File: config.mk
export PLATFORM = sky130hd
export DESIGN_NAME = fifo_reader
export DESIGN_NICKNAME = d
export VERILOG_FILES = /design/src/rtl/fifo_reader.sv
export SDC_FILE = /design/constraint.sdc
export NUM_CORES = 1
export LEC_CHECK = 0
export ABC_AREA = 1
export ABC_CLOCK_PERIOD_IN_PS = 2700
export BUFFER_PORTS_ARGS = -buffer_cell sky130_fd_sc_hd__buf_2
export CORE_ASPECT_RATIO = 1.4
export CORE_UTILIZATION = 50
export DETAILED_ROUTE_END_ITERATION = 10
export PLACE_DENSITY_LB_ADDON = 0.25
export SLEW_MARGIN = 10
export SYNTH_ARGS = -nofsm -noshare
export SYNTH_HDL_FRONTEND = slang
export SYNTH_SLANG_ARGS = --single-unit
File: constraint.sdc
create_clock -name clk -period 2.7 [get_ports clk]
set_clock_uncertainty 0.15 [all_clocks]
set_input_delay 0.135 -clock clk [delete_from_list [all_inputs] [get_ports clk]]
set_output_delay 0.135 -clock clk [all_outputs]
set_load 0.1 [all_outputs]
File: src/rtl/fifo_reader.sv
// Read-side controller for a registered-output FIFO: pops into a 2-entry skid buffer, delivers on valid/ready.
// Pop-to-valid latency is 2 cycles, and throughput is 1 word/cycle. When ready_in is low, at most 2 words are outstanding.
`timescale 1ns/1ps
module fifo_reader #(
  parameter int DATA_W = 12,
  parameter int CNT_W  = 8
) (
  input  logic              clk,
  input  logic              reset,
  input  logic              enable,
  input  logic              fifo_empty,
  input  logic [DATA_W-1:0] fifo_data,
  output logic              pop,
  input  logic              ready_in,
  output logic              valid_out,
  output logic [DATA_W-1:0] data_out,
  output logic              idle,
  output logic [CNT_W-1:0]  words_out
);

  typedef enum logic [1:0] {IDLE, ACTIVE, DRAIN} state_e;

  state_e            state_q, state_d;
  logic [1:0]        count_q, count_d;
  logic              inflight_q;
  logic [DATA_W-1:0] head_q, head_d;
  logic [DATA_W-1:0] tail_q, tail_d;
  logic [CNT_W-1:0]  words_q;
  logic              deq;
  logic [2:0]        occ;

  assign valid_out = (count_q != 2'd0);
  assign deq       = valid_out & ready_in;
  assign data_out  = head_q;
  assign idle      = (state_q == IDLE);
  assign words_out = words_q;

  // Occupancy after this cycle's dequeue, counting the word still in flight.
  assign occ = {1'b0, count_q} + {2'b00, inflight_q} - {2'b00, deq};
  assign pop = (state_q == ACTIVE) & ~fifo_empty & (occ < 3'd2);

  always_comb begin
    head_d  = head_q;
    tail_d  = tail_q;
    count_d = count_q;
    case ({inflight_q, deq})
      2'b10: begin
        if (count_q == 2'd0) head_d = fifo_data;
        else                 tail_d = fifo_data;
        count_d = count_q + 2'd1;
      end
      2'b01: begin
        head_d  = tail_q;
        count_d = count_q - 2'd1;
      end
      2'b11: begin
        if (count_q == 2'd1) begin
          head_d = fifo_data;
        end else begin
          head_d = tail_q;
          tail_d = fifo_data;
        end
      end
      default: ;
    endcase
  end

  always_comb begin
    state_d = state_q;
    case (state_q)
      IDLE: begin
        if (enable && !fifo_empty) state_d = ACTIVE;
      end
      ACTIVE: begin
        if (!enable)
          state_d = DRAIN;
        else if (fifo_empty && count_q == 2'd0 && !inflight_q && !pop)
          state_d = IDLE;
      end
      DRAIN: begin
        if (count_q == 2'd0 && !inflight_q) state_d = IDLE;
        else if (enable)                    state_d = ACTIVE;
      end
      default: state_d = IDLE;
    endcase
  end

  always_ff @(posedge clk or negedge reset) begin
    if (!reset) begin
      state_q    <= IDLE;
      count_q    <= 2'd0;
      inflight_q <= 1'b0;
      head_q     <= '0;
      tail_q     <= '0;
      words_q    <= '0;
    end else begin
      state_q    <= state_d;
      count_q    <= count_d;
      inflight_q <= pop;
      head_q     <= head_d;
      tail_q     <= tail_d;
      if (deq) words_q <= words_q + 1'b1;
    end
  end

  // A capture into a full skid without a dequeue would lose a word.
  skid_overflow_a: assert property (@(posedge clk) disable iff (!reset)
    !(inflight_q && !deq && count_q == 2'd2));

endmodule

==> metrics.md <==
| Metric | Value |
|---|---|
| Final WL | 4790 um |
| Post-synth cell types | 29 |
| Num rows | 27 |
| Wirelength per Cell | 11.9 um |
| Outcome | finished with violations |
| Hold Path Class | input pin to register |
| Hold_sp | ready_in |
| Area grow syn2layout | 26.2% |
| Num CTS Buffers | 5 |
| RSZ-0062 raised after global routing | true |
| Register area | 926 sq um |
| Largest net degree at the start of global routing | 38 |
| Final setup vio count | 0 |
| Clock root cell | clkbuf_8 |
| Gate Count Post-Synth | 297 |
| Combined area of the multi-input logic cells | 1100 sq um |
| Final Hold Fails | 0 |
| R2r startpoint | count_q[1] |
| WP data required | 2410 ps |
| Max Cap Viol | 0 |
| Reg2reg end | inflight_q |
| Top Family by Delay on Critical Path | adder cells |
| Global-route wire length before repair | 8290 um |
| Syn Area/Cell | 7.28 sq um |
| Worst skew pair latency | 290 ps |
| Routed vias | 2003 |
| Worst Tran Pin Value | 850 ps |
| Crit-path cells | inv_2, ha_4, inv_16, nand2_8, ha_4, inv_4, nand2_2, fa_1, nand2_2, nor3_4, buf_12 |
| Die W | 57.6 um |
| NumNets Final | 379 |
| Hpwl dp | 3250 um |
| Vias in the first global route | 1930 |
| # diodes | 0 |
| Die ar. | 4590 sq um |
| Slew Viols, Final | 0 |
| Slew headroom | 43.3% |
| Grt total ovfl | 0 |
| Yosys reg bits | 37 |
| R2R depth | 10 |
| Antenna violations before repair | 0 |
| TritonCTS clock tree | done |
| GPL Wtd Cong | 0.777 |
| CP max FO | 4 |
| Via density | 5.00 |
| Buf/Inv on CP | 4 |
| IO Port Bufs | 39 |
| # fillers | 358 |
| Mapped cell area | 2160 sq um |
| Worst R2R Setup Slack | 570 ps |
| Initial core utilization | 53.8% |
| Worst-case clock buffer depth | 2 |
| Pre-antenna DRT Iters | 7 |
| Max incr delay on CP | 500 ps |
| Mapped Nets | 319 |
| Die height | 79.8 um |
| Warnings, synthesis | 0 |
| Placed Cells | 373 |
| DRT iter0 DRCs | 86 |
| Hold EP | count_q[0] |
| Crit end category | output port |
| Most frequent cells in the layout | nand2_1, buf_2, dfrtp_1 |
| Startpoint types | register |
| Num Clock Sinks | 37 |
| Overall routing resource usage | 23.6% |
| Worst Setup Path Type | register to output port |
| Worst hold path depth | 4 |
| Tmin final | 2660 ps |
| Fin cells | 401 |
| Violated checks | design-rule violations |
| Share of cells above drive strength 1 | 22.1% |
| Num ports | 40 |
| Commonest non-fill, non-tap cell in the layout | nand2_1 |
| Clk slew on worst S/H paths | 70 ps |
| Core area | 4020 sq um |
| # DRC | 1 |
| Max frequency | 376 MHz |
| H-tree depth | 2 |
| Seq/Total Area, Yosys | 42.8% |
| Slowest stage cell, crit path | fa_1 |
| CP arrival | 2380 ps |
| Crit share post-route | 98.6% |
| Antenna-violating nets left | 0 |
==> layout make-up <==
| type | count | share of cell area, % |
|---|---|---|
| Tap cell | 43 | 1.97 |
| Multi-Input combinational cell | 219 | 40.2 |
| Clock inverter | 2 | 0.367 |
| Sequential cell | 37 | 34.0 |
| Timing Repair Buffer | 63 | 15.8 |
| Inverter | 31 | 4.96 |
| Clock buffer | 6 | 2.66 |
==> registers in the layout (all words and copies together), names as in the netlist <==
signal and cells:
state_q 2, tail_q 12, data_out 12, words_out 8, count_q 2, inflight_q 1
==> metal layers <==
metal / part of all wire [%] / track usage (%) / up-vias / wire length (um)
li1: - / - / 1029 / -
met1: 43 / 29.0 / 907 / 2080
met2: 50 / 39.7 / 62 / 2410
met3: 4.7 / 4.38 / 5 / 226
met4: 1.6 / 10.5 / 0 / 75
met5: 0 / 0 / - / 0
==> logic make-up (layout without fill, tap and decap cells) <==
family	after synthesis	count (layout)	synth area share [%]
compound gates	12	12	2.90
xor+xnor	6	6	2.43
fa+ha+maj	5	5	3.24
buf+inv	41	102	8.69
flops	37	37	42.8
simple gates	196	196	39.9
==> worst register-to-register path, delay by kind of cell (launching register included) <==
family	cells	cell delay, ps
flops	1	380
fa+ha+maj	3	900
simple gates	4	390
buf+inv	3	200
==> Yosys cell counts <==
library cell	n	area [sq um]
xnor2_1	2	17.5
nor2_1	10	37.5
nor2_2	1	6.26
nand2_1	133	499
ha_1	4	50.1
o21ai_0	10	50.1
clkbuf_1	1	3.75
nor3_2	1	10.0
nand3b_1	2	15.0
buf_4	3	22.5
or2_1	8	50.1
fa_1	1	20.0
nand2_2	4	25.0
inv_4	1	6.26
buf_6	2	22.5
buf_2	4	20.0
o21bai_1	1	7.51
dfrtp_1	37	926
nand4_1	1	6.26
or2_2	2	12.5
nor3_1	1	5.00
xor2_1	4	35.0
nor2_4	2	22.5
a21oi_1	1	5.00
nand3_1	28	140
nand2_4	2	22.5
inv_1	28	105
nand3_2	1	10.0
inv_2	2	7.51
==> through the flow <==
step | util (%) | setup WS [ps] | TNS [ps] | hold WS (ps) | area, sq um
2_1_floorplan | - | -442 | -809 | -311 | 2240
3_5_place_dp | 60.9 | 188 | 0 | 134 | 2450
6_report | 67.8 | 37.2 | 0 | 162 | 2730
5_1_grt | 67.8 | -52.2 | -52.2 | 176 | 2730
4_1_cts | 67.2 | 4.46 | 0 | 130 | 2700
3_3_place_gp | 60.9 | 212 | 0 | 124 | 2450
==> how the worst max path moves through the flow <==
stage	from	to	slack (ps)	cells after the start
after floorplan	count_q[1]	inflight_q	-440	12
after global placement	count_q[0]	pop	210	11
after detailed placement	count_q[0]	pop	190	11
after CTS	count_q[1]	pop	4	10
after global routing	count_q[1]	pop	-50	11
final	count_q[1]	pop	40	11
==> what timing repair did <==
| action | CTS | global route |
|---|---|---|
| hold buffers | 15 | 0 |
| pin swaps | 2 | 3 |
| setup buffers | 3 | 2 |
| gates resized for setup | 0 | 4 |
| setup endpoints to repair | 1 | 1 |
| endpoints found under the hold margin | 52 | 0 |
Power is left out: the tool's default activity adds up to more than one toggle a clock period on the data nets, which glitch-free logic cannot reach.
